### src/rtl/if_fetch_stage.sv
// Instruction fetch stage: owns the PC, drives the instruction memory
// address, and registers the fetched word into the IF/ID pipeline register.
// A one-cycle BOOT state after reset emits a bubble before fetching starts.
module if_fetch_stage (
  input  logic        clk,
  input  logic        reset,
  input  logic        stall,
  input  logic        branch_taken,
  input  logic [31:0] branch_target,
  input  logic [31:0] imem_data,
  output logic [7:0]  imem_addr,
  output logic [31:0] pc_current,
  output logic [31:0] ifid_instr,
  output logic [31:0] ifid_pc_plus4,
  output logic        ifid_valid,
  output logic [15:0] fetch_count
);

  typedef enum logic {
    BOOT = 1'b0,
    RUN  = 1'b1
  } state_e;

  state_e      state_q, state_d;
  logic [31:0] pc_q, pc_d;
  logic [31:0] ifid_instr_q, ifid_instr_d;
  logic [31:0] ifid_pc_plus4_q, ifid_pc_plus4_d;
  logic        ifid_valid_q, ifid_valid_d;
  logic [15:0] fetch_count_q, fetch_count_d;

  logic [31:0] pc_plus4;

  // Sequential successor of the current PC; wraps naturally modulo 2^32.
  assign pc_plus4 = pc_q + 32'd4;

  // Next-state and datapath selection: redirect beats stall, stall holds.
  always_comb begin
    // NOTE: every signal gets a default first so no path leaves one
    // unassigned, which would otherwise infer a latch.
    state_d         = state_q;
    pc_d            = pc_q;
    ifid_instr_d    = ifid_instr_q;
    ifid_pc_plus4_d = ifid_pc_plus4_q;
    ifid_valid_d    = ifid_valid_q;
    fetch_count_d   = fetch_count_q;

    unique case (state_q)
      BOOT: begin
        // Control inputs are ignored here; PC stays at 0 and IF/ID is a bubble.
        state_d         = RUN;
        pc_d            = 32'd0;
        ifid_instr_d    = 32'd0;
        ifid_pc_plus4_d = 32'd0;
        ifid_valid_d    = 1'b0;
      end
      RUN: begin
        if (branch_taken) begin
          // Redirect: force word alignment and flush the wrong-path fetch.
          pc_d            = {branch_target[31:2], 2'b00};
          ifid_instr_d    = 32'd0;
          ifid_pc_plus4_d = 32'd0;
          ifid_valid_d    = 1'b0;
        end else if (!stall) begin
          pc_d            = pc_plus4;
          ifid_instr_d    = imem_data;
          ifid_pc_plus4_d = pc_plus4;
          ifid_valid_d    = 1'b1;
          fetch_count_d   = fetch_count_q + 16'd1;
        end
      end
      default: state_d = BOOT;
    endcase
  end

  // State and pipeline registers with asynchronous active-low clear.
  always_ff @(posedge clk or negedge reset) begin
    if (!reset) begin
      state_q         <= BOOT;
      pc_q            <= 32'd0;
      ifid_instr_q    <= 32'd0;
      ifid_pc_plus4_q <= 32'd0;
      ifid_valid_q    <= 1'b0;
      fetch_count_q   <= 16'd0;
    end else begin
      // NOTE: non-blocking assignments so every register samples the
      // pre-edge values, independent of statement order.
      state_q         <= state_d;
      pc_q            <= pc_d;
      ifid_instr_q    <= ifid_instr_d;
      ifid_pc_plus4_q <= ifid_pc_plus4_d;
      ifid_valid_q    <= ifid_valid_d;
      fetch_count_q   <= fetch_count_d;
    end
  end

  assign imem_addr     = pc_q[7:0];
  assign pc_current    = pc_q;
  assign ifid_instr    = ifid_instr_q;
  assign ifid_pc_plus4 = ifid_pc_plus4_q;
  assign ifid_valid    = ifid_valid_q;
  assign fetch_count   = fetch_count_q;

endmodule

### config.mk
export PLATFORM = sky130hd
export DESIGN_NAME = if_fetch_stage
export DESIGN_NICKNAME = d
export VERILOG_FILES = /design/src/rtl/if_fetch_stage.sv
export SDC_FILE = /design/constraint.sdc
export NUM_CORES = 1
export LEC_CHECK = 0
export ABC_AREA = 1
export CELL_PAD_IN_SITES_DETAIL_PLACEMENT = 0
export CELL_PAD_IN_SITES_GLOBAL_PLACEMENT = 2
export CORE_ASPECT_RATIO = 1.1
export CORE_UTILIZATION = 35
export DETAILED_ROUTE_END_ITERATION = 8
export DONT_BUFFER_PORTS = 1
export PLACE_DENSITY_LB_ADDON = 0.1
export REMOVE_ABC_BUFFERS = 1
export SYNTH_ARGS = -nofsm -noshare
export SYNTH_HDL_FRONTEND = slang
export SYNTH_SLANG_ARGS = --single-unit
### constraint.sdc
create_clock -name clk -period 1.7 [get_ports clk]
set_input_delay 0.34 -clock clk [delete_from_list [all_inputs] [get_ports clk]]
set_output_delay 0.34 -clock clk [all_outputs]
set_load 0.02 [all_outputs]
==> reports/metrics.cfg, run 1 <==
[yosys]
synth_most_common_cell = nand2_1
yosysWarningCount = 0
synth_area_leaders = dfrtp_1 (51%), nand2_1 (16%), nor2_1 (6.2%)
synth_common_cells = nand2_1 (235), dfrtp_1 (111), nor2_1 (91), inv_1 (35), a22o_1 (33)
ys_types = 32
synth-seq-cells = 111
avgSynthCellArea_um2 = 8.21
synthDominantCellAreaShare_pct = 50.7
synth_edf_count = 0
synth_flop_cell = dfrtp_1
seq_area_frac_synth_pct = 50.7
syn_area_um2 = 5480
synthArstFlopShare_pct = 100
netlist_instances = 668
synth_area_leader_cell = dfrtp_1

[clock_network]
cts-htree-levels = 3
numCtsBuffers = 9
root_buffer = clkbuf_16
cts_tree = done
clkSlewWorstSetupHoldPaths_ps = 80
cts_buffer_depth = 2
clk_latency_ps = 360
cts.sinks = 111

[flow_run]
drv_cap = 0

[setup_path]
cp-startpoint = pc_current[2]$_DFFE_PN0P_
reg2reg_from = pc_current[2]$_DFFE_PN0P_
required_ps = 1950
end_kind = register
critPathCapture = pc_current[18]$_DFFE_PN0P_
worstPathArrival_ps = 1790
rr_worst_depth = 9
critPathMaxFanout = 5
path_class = register to register
r2r_setup_slack_ps = 160
reg2reg_to = pc_current[18]$_DFFE_PN0P_
startpoint_type = register

[final_layout]
regArea_um2 = 2780
multi_input_area_um2 = 2390
diodes = 0
nets = 766
nFillCells = 1563
drive_above_1_share_pct = 13.6
syn_to_final_growth_pct = 14.3

[global_routing]
grt_pass1_wl_um = 23900
grt_pass1_vias = 4364
antenna_found_initial = 0
grt_max_degree = 112
grt_overflow_total = 0
track_usage_pct = 19.2

[route]
drtAntennaViolNets = 0
routed_wl_um = 15000
drt-initial-drc-count = 147
firstDrtPassIters = 4
wl_per_cell_um = 16.7
drcViolationCount = 0
vias = 4354
vias_per_cell = 4.85

[power_and_ir_drop]
fin_total_pwr_w = 0.00616
ir_drop_mv = 0.431
pwr_density_cell_nw_per_um2 = 984
cellLeakagePower_nw = 3.09

[floorplan]
initial_core_util_pct = 36.1
fp.coreArea_um2 = 15200
die_y_um = 133
num_rows = 47
die_w_um = 121
io_pins = 189
fp.dieArea_um2 = 16200

[timing]
period_share_pct = 90.5
skew_ps = 9.53
worst_slack_ps = 161
setup_viol = 0
period_minus_slack_ps = 1540
holdWs_ps = -333
finalHoldViolations = 111
fmax_mhz = 650
drv_slew = 0

[worst_hold_path]
hold_path_class = input port to asynchronous set/reset pin

[run_status]
status = finished with violations
violations = negative hold slack

[placed_design]
dp_hpwl_um = 10700
portBuffers = 0
place_congestion = 0.808
pre_cts_ws_ps = 79.8

-- flip-flops by register name (all words and copies together), names as in the netlist --
register       flops
ifid_instr        32
ifid_pc_plus4     31
pc_current        30
fetch_count       16
ifid_valid         1
state_q            1
-- worst max-delay path, stage by stage (launching register included) --
cell and delay (ps):
dfrtp_1 380, ha_1 200, nand2_2 90, nor2_4 160, nand2_4 110, nor2_8 160, xnor2_1 170, nand2_1 70
nand2_1 60, nand2_1 40
-- layout make-up --
class | instances | area share [%]
inverters | 39 | 2.34
flip-flops and latches | 111 | 44.3
well taps | 196 | 3.91
repair buffers | 49 | 6.27
clock inverters | 7 | 1.36
clock buffers | 9 | 3.59
multi-input cells | 486 | 38.2
-- metal layers --
layer	vias to the layer above	part of all wire, %	wire (um)	GRT usage (%)
met5	-	0	0	0
met4	0	1.0	150	4.94
met3	11	5.9	890	4.92
met2	127	47	7070	31.4
met1	2059	46	6890	25.1
li1	2157	-	-	-
-- stage by stage --
stage	area, um^2	cells	util [%]	TNS (ps)
6_report	6270	897	41.3	0
4_1_cts	6250	897	41.2	0
3_5_place_dp	5940	881	39.1	0
5_1_grt	6270	897	41.3	-7.09
2_1_floorplan	5300	636	-	-34200
3_3_place_gp	5940	881	39.1	0
-- kinds of logic after synthesis --
group / after synthesis / synth area share (%)
AOI/OAI and AO/OA: 75 / 9.27
buffers and inverters: 74 / 6.19
xor gates and xnor gates: 26 / 4.15
other: 2 / 0.137
and+or+nand+nor: 378 / 29.1
adders and majority gates: 2 / 0.456
DFF: 111 / 50.7
-- placed cells by master, fill, tap and decap left out, types with 2 or more instances in the layout --
cell type,n
o21ai_0,22
a21oi_1,2
nand2_1,235
nor2_4,7
inv_2,3
xor2_1,18
ha_1,2
a22o_1,33
nor3_1,4
buf_4,47
o21ai_1,14
xnor2_1,8
nand2_2,5
nor2_2,7
o211ai_1,2
clkbuf_16,9
nor2_1,88
dfrtp_1,110
conb_1,5
nand3_2,3
inv_6,4
buf_12,2
nand3b_1,6
nand3_1,19
inv_1,35
-- timing repair --
action | 4_1_cts | 5_1_grt
setup endpoints to repair | 0 | 14
buffers inserted | 0 | 0
hold endpoints to repair | 111 | 111
resized for setup | 0 | 6
-- power breakdown --
group,switching (W),internal (W),total (W)
combinational,0.000586,0.000323,0.000908
sequential,0.000185,0.00279,0.00298
clock,0.00110,0.00118,0.00228
total,0.00187,0.00430,0.00616
-- worst min path at each step --
stage,slack [ps],to,cells after the start,start
finish,-330,fetch_count[8]$_DFFE_PN0P_,0,reset
global route,-350,fetch_count[10]$_DFFE_PN0P_,0,reset
CTS,-340,fetch_count[8]$_DFFE_PN0P_,0,reset
detailed placement,50,fetch_count[8]$_DFFE_PN0P_,0,reset
global placement,50,fetch_count[8]$_DFFE_PN0P_,0,reset
floorplan,40,fetch_count[0]$_DFFE_PN0P_,0,reset
(Power assumes the default switching activity.)
==> run 2, diff against run 1 <==
--- a/config.mk
+++ b/config.mk
@@ -12,8 +12,7 @@
 export CORE_UTILIZATION = 35
 export DETAILED_ROUTE_END_ITERATION = 8
 export DONT_BUFFER_PORTS = 1
-export PLACE_DENSITY_LB_ADDON = 0.1
-export REMOVE_ABC_BUFFERS = 1
+export PLACE_DENSITY = 0.88
 export SYNTH_ARGS = -nofsm -noshare
 export SYNTH_HDL_FRONTEND = slang
 export SYNTH_SLANG_ARGS = --single-unit
==> constraint.sdc (replaced) <==
create_clock -name clk -period 1.7 [get_ports clk]
set_input_delay 0.255 -clock clk [delete_from_list [all_inputs] [get_ports clk]]
set_output_delay 0.255 -clock clk [all_outputs]
set_load 0.02 [all_outputs]
==> reports/metrics.cfg, run 2 (synthesis gave the netlist of run 1 again) <==
[setup_path]
critPathMaxFanout = 3  ; was 5
path_class = register to register  ; unchanged
end_kind = register  ; unchanged
worstPathArrival_ps = 1820  ; was 1790 ps
required_ps = 1950  ; about the same
startpoint_type = register  ; unchanged
rr_worst_depth = 9  ; unchanged

[clock_network]
cts-htree-levels = 3  ; unchanged
cts_tree = done  ; unchanged
root_buffer = clkbuf_16  ; unchanged
cts_buffer_depth = 2  ; unchanged
clk_latency_ps = 360  ; about the same
numCtsBuffers = 9  ; unchanged
cts.sinks = 111  ; unchanged
clkSlewWorstSetupHoldPaths_ps = 80  ; about the same

[final_layout]
final_common_cell = nand2_1  ; unchanged
nets = 766  ; unchanged
final_area_um2 = 6320  ; was 6270 um^2
syn_to_final_growth_pct = 15.3  ; was 14.3%
drive_above_1_share_pct = 13.3  ; was 13.6%
layout_common_cells = nand2_1 (234), dfrtp_1 (110), nor2_1 (91)  ; was nand2_1 (235), dfrtp_1 (110), nor2_1 (88)
largest_reg_flops = 32  ; unchanged
multi_input_area_um2 = 2390  ; about the same
regArea_um2 = 2780  ; unchanged
nFillCells = 1553  ; was 1563

[global_routing]
grt_pass1_wl_um = 23600  ; was 23900 um
grt_overflow_total = 0  ; unchanged
antenna_found_initial = 1  ; was 0
grt_max_degree = 112  ; unchanged
grt_pass1_vias = 4375  ; was 4364
track_usage_pct = 19.4  ; was 19.2%

[route]
vias_per_cell = 4.81  ; was 4.85
drt-initial-drc-count = 160  ; was 147
routed_wl_um = 15300  ; was 15000 um
drtAntennaViolNets = 0  ; unchanged
wl_per_cell_um = 17.1  ; was 16.7 um
drcViolationCount = 0  ; unchanged
vias = 4319  ; was 4354
firstDrtPassIters = 6  ; was 4

[placed_design]
pre_cts_ws_ps = 46.0  ; was 79.8 ps
dp_hpwl_um = 11400  ; was 10700 um
place_congestion = 0.869  ; was 0.808
portBuffers = 0  ; unchanged
dpl_cell_area_um2 = 5970  ; was 5940 um^2

[floorplan]
fp.dieArea_um2 = 16200  ; unchanged
initial_core_util_pct = 36.1  ; unchanged
num_rows = 47  ; unchanged
die_y_um = 133  ; unchanged
die_w_um = 121  ; unchanged
io_pins = 189  ; unchanged
fp.coreArea_um2 = 15200  ; unchanged

[timing]
skew_ps = 8.36  ; was 9.53 ps
rsz0062_at_grt = yes
period_share_pct = 92.6  ; was 90.5%
drv_slew = 0  ; unchanged
fmax_mhz = 635  ; was 650 MHz
finalHoldViolations = 111  ; unchanged
holdWs_ps = -416  ; was -333 ps
setup_viol = 0  ; unchanged
worst_slack_ps = 126  ; was 161 ps
period_minus_slack_ps = 1570  ; was 1540 ps

[run_status]
status = finished with violations  ; unchanged
violations = negative hold slack  ; unchanged

[power_and_ir_drop]
pwr_density_cell_nw_per_um2 = 984  ; about the same
ir_drop_mv = 0.505  ; was 0.431 mV
cellLeakagePower_nw = 3.10  ; was 3.09 nW

[worst_hold_path]
hold_path_class = input port to asynchronous set/reset pin  ; unchanged

[flow_run]
drv_cap = 0  ; unchanged

-- run 2: changes by cell type in the layout (fill, tap and decap cells not counted), sizes merged --
cell / previous run / this run
bufinv: 1 / 2
clkinv: 2 / 1
diode: 0 / 1
clkinvlp: 0 / 2
inv: 43 / 41
-- run 2: stage by stage --
step	setup TNS [ps]	total power, W	instances	utilization [%]
after global routing	-45.1	0.00652	898	41.7
after floorplan	0	0.00361	671	-
after CTS	0	0.00631	896	41.5
after global placement	0	0.00392	880	39.3
after detailed placement	0	0.00394	880	39.3
final	0	0.00622	898	41.7
-- run 2: timing repair --
| action | 4_1_cts | 5_1_grt |
|---|---|---|
| endpoints found under the hold margin | 111 | 111 |
| setup buffers | 0 | 1 |
| setup endpoints to repair | 0 | 57 |
| gates resized for setup | 0 | 6 |
-- run 2: path summary, 6_finish.rpt --
check                                                from                           end  slack, ps
worst min-delay path                                reset   fetch_count[10]$_DFFE_PN0P_       -420
min in group clk                            imem_data[30]    ifid_instr[30]$_DFFE_PN0P_         30
worst max register to register  pc_current[2]$_DFFE_PN0P_    pc_current[16]$_DFFE_PN0P_        130
max in group asynchronous                           reset  ifid_pc_plus4[9]$_DFFE_PN0P_       1960
worst max-delay path            pc_current[2]$_DFFE_PN0P_    pc_current[16]$_DFFE_PN0P_        130
worst min register to register  pc_current[4]$_DFFE_PN0P_     pc_current[4]$_DFFE_PN0P_        580
-- run 2: area by class of cell --
cell class | count | share of cell area, %
flip-flops and latches | 111 | 44.0
multi-input cells | 486 | 37.8
repair buffers | 49 | 6.81
well taps | 196 | 3.88
clock buffers | 9 | 3.56
inverters | 39 | 2.36
clock inverters | 7 | 1.60
diodes | 1 | 0.0396
-- run 2: where the power goes --
group          internal [W]  switching (W)
logic              0.000319       0.000576
registers           0.00279       0.000192
clock network       0.00131        0.00103
total               0.00442        0.00180
-- run 2: worst max-delay path, stage by stage (launching register included) --
cell and delay [ps]:
dfrtp_1 380, ha_1 190, nand2_2 80, inv_1 110
nand3_2 160, nor2_1 170, xor2_1 200, nand2_1 70
nand2_1 60, nand2_1 50
-- run 2: routing by layer --
layer	vias to the layer above	part of all wire (%)	GRT usage, %	wire [um]
met1	1983	41	22.1	6290
met5	-	0	0	0
li1	2141	-	-	-
met3	28	7.9	5.39	1220
met4	0	3.3	9.40	510
met2	167	48	33.0	7310
==> run 3, diff against run 2 <==
--- a/config.mk
+++ b/config.mk
@@ -13,6 +13,7 @@
 export DETAILED_ROUTE_END_ITERATION = 8
 export DONT_BUFFER_PORTS = 1
 export PLACE_DENSITY = 0.88
+export RECOVER_POWER = 50
 export SYNTH_ARGS = -nofsm -noshare
 export SYNTH_HDL_FRONTEND = slang
 export SYNTH_SLANG_ARGS = --single-unit
==> reports/metrics.cfg, run 3 (synthesis gave the netlist of run 1 again) <==
[placed_design]
dpl_cell_area_um2 = 5970  ; unchanged
portBuffers = 0  ; unchanged
place_congestion = 0.869  ; unchanged
dp_hpwl_um = 11400  ; unchanged
dpl.cell_count = 880  ; unchanged

[final_layout]
regArea_um2 = 2780  ; unchanged
drive_above_1_share_pct = 13.1  ; was 13.3%
final_area_um2 = 6320  ; about the same
syn_to_final_growth_pct = 15.3  ; about the same
layout_common_cells = nand2_1 (234), dfrtp_1 (110), nor2_1 (92)  ; was nand2_1 (234), dfrtp_1 (110), nor2_1 (91)
final_common_cell = nand2_1  ; unchanged
nFillCells = 1554  ; was 1553
multi_input_area_um2 = 2390  ; about the same
nets = 766  ; unchanged
largest_reg_flops = 32  ; unchanged
fin_util_pct = 41.6  ; was 41.7%
fin_cells = 898  ; unchanged

[floorplan]
num_rows = 47  ; unchanged
fp.coreArea_um2 = 15200  ; unchanged
initial_core_util_pct = 36.1  ; unchanged
io_pins = 189  ; unchanged
die_y_um = 133  ; unchanged
die_w_um = 121  ; unchanged
fp.dieArea_um2 = 16200  ; unchanged

[setup_path]
crit_chain = ha_1, nand2_2, inv_1, nand3_2, nor2_1, xor2_1, nand2_1, nand2_1, nand2_1  ; unchanged
max_stage_delay_ps = 380  ; about the same
startpoint_type = register  ; unchanged
cpMostUsedCell = nand2_1  ; unchanged
critPathMaxFanout = 3  ; unchanged
end_kind = register  ; unchanged
path_class = register to register  ; unchanged
cp_slowest_cell = dfrtp_1  ; unchanged
worstPathArrival_ps = 1820  ; about the same
required_ps = 1950  ; about the same

[clock_network]
cts-htree-levels = 3  ; unchanged
clkSlewWorstSetupHoldPaths_ps = 80  ; about the same
root_buffer = clkbuf_16  ; unchanged
cts_tree = done  ; unchanged
cts.sinks = 111  ; unchanged
cts_buffer_depth = 2  ; unchanged
numCtsBuffers = 9  ; unchanged
clk_latency_ps = 360  ; about the same

[power_and_ir_drop]
pwr-share-comb_pct = 14.4  ; about the same
ir_drop_mv = 0.505  ; about the same
cellLeakagePower_nw = 3.10  ; about the same
p_seq_share_pct = 48.0  ; about the same
pwr_density_cell_nw_per_um2 = 984  ; about the same
p_switching_w = 0.00180  ; about the same
intPower_w = 0.00442  ; about the same
switching_share_pct = 28.9  ; about the same
power_frac_clock_pct = 37.6  ; about the same

[global_routing]
grt_max_degree = 112  ; unchanged
antenna_found_initial = 1  ; unchanged
grt_overflow_total = 0  ; unchanged
grt_pass1_vias = 4375  ; unchanged
grt_pass1_wl_um = 23600  ; unchanged
track_usage_pct = 19.4  ; unchanged

[route]
vias = 4323  ; was 4319
wl_per_cell_um = 17.1  ; about the same
vias_per_cell = 4.81  ; about the same
firstDrtPassIters = 5  ; was 6
drtAntennaViolNets = 0  ; unchanged
routed_wl_um = 15300  ; about the same
drcViolationCount = 0  ; unchanged
drt-initial-drc-count = 161  ; was 160

[timing]
finalHoldViolations = 111  ; unchanged
rsz0062_at_grt = yes  ; unchanged
holdWs_ps = -416  ; about the same
period_share_pct = 92.6  ; about the same
fmax_mhz = 635  ; about the same
drv_slew = 0  ; unchanged
setup_viol = 0  ; unchanged
skew_ps = 8.34  ; was 8.36 ps
period_minus_slack_ps = 1570  ; about the same

[run_status]
violations = negative hold slack  ; unchanged
status = finished with violations  ; unchanged

[worst_hold_path]
hold_path_class = input port to asynchronous set/reset pin  ; unchanged

[flow_run]
drv_cap = 0  ; unchanged

## run 3: area by class of cell
class / count / share of cell area (%)
Antenna cell: 1 / 0.0396
Tap cell: 196 / 3.88
Sequential cell: 111 / 44.0
Timing Repair Buffer: 49 / 6.81
Clock inverter: 7 / 1.60
Multi-Input combinational cell: 486 / 37.8
Clock buffer: 9 / 3.56
Inverter: 39 / 2.36
## run 3: final timing paths
kind	slack [ps]	startpoint	depth (start not counted)	endpoint
max	130	pc_current[2]$_DFFE_PN0P_	9	pc_current[16]$_DFFE_PN0P_
min	-420	reset	0	fetch_count[10]$_DFFE_PN0P_
max reg2reg	130	pc_current[2]$_DFFE_PN0P_	9	pc_current[16]$_DFFE_PN0P_
min reg2reg	580	pc_current[4]$_DFFE_PN0P_	2	pc_current[4]$_DFFE_PN0P_
max in group asynchronous	1960	reset	0	ifid_pc_plus4[9]$_DFFE_PN0P_
min in group clk	30	imem_data[30]	1	ifid_instr[30]$_DFFE_PN0P_
## run 3: metal layers
metal  track usage, %  share of wire (%)
met5                0                  0
met4             9.40                3.3
met3             5.39                8.0
met2             33.0                 48
met1             22.1                 41
## run 3: stage by stage
step | hold WS (ps) | TNS, ps | worst slack (ps) | total power [W]
after floorplan | -40.6 | 0 | 66.4 | 0.00361
after global placement | -37.8 | 0 | 93.3 | 0.00392
after detailed placement | -38.4 | 0 | 46.0 | 0.00394
after CTS | -428 | 0 | 29.6 | 0.00631
after global routing | -436 | -45.1 | -45.1 | 0.00652
final | -416 | 0 | 126 | 0.00622
## run 3: timing repair
item                                   CTS  global route
endpoints found under the hold margin  111           111
setup endpoints to repair                0            57
resized for setup                        0             6
buffers inserted                         0             1
## run 3: critical path: cells and delay by family, from the launching register on
kind | cells | cell delay, ps
XOR/XNOR | 1 | 200
flip-flops | 1 | 380
AND/OR/NAND/NOR | 6 | 590
adder cells (fa/ha/maj) | 1 | 190
buffers and inverters | 1 | 110
## run 3: power groups by stage
stage / Sequential [W] / Clock [W] / Combinational, W
floorplan: 0.00319 / 0 / 0.000422
global placement: 0.00303 / 0 / 0.000888
detailed placement: 0.00304 / 0 / 0.000902
CTS: 0.00299 / 0.00242 / 0.000907
global route: 0.00301 / 0.00252 / 0.000990
finish: 0.00298 / 0.00234 / 0.000894
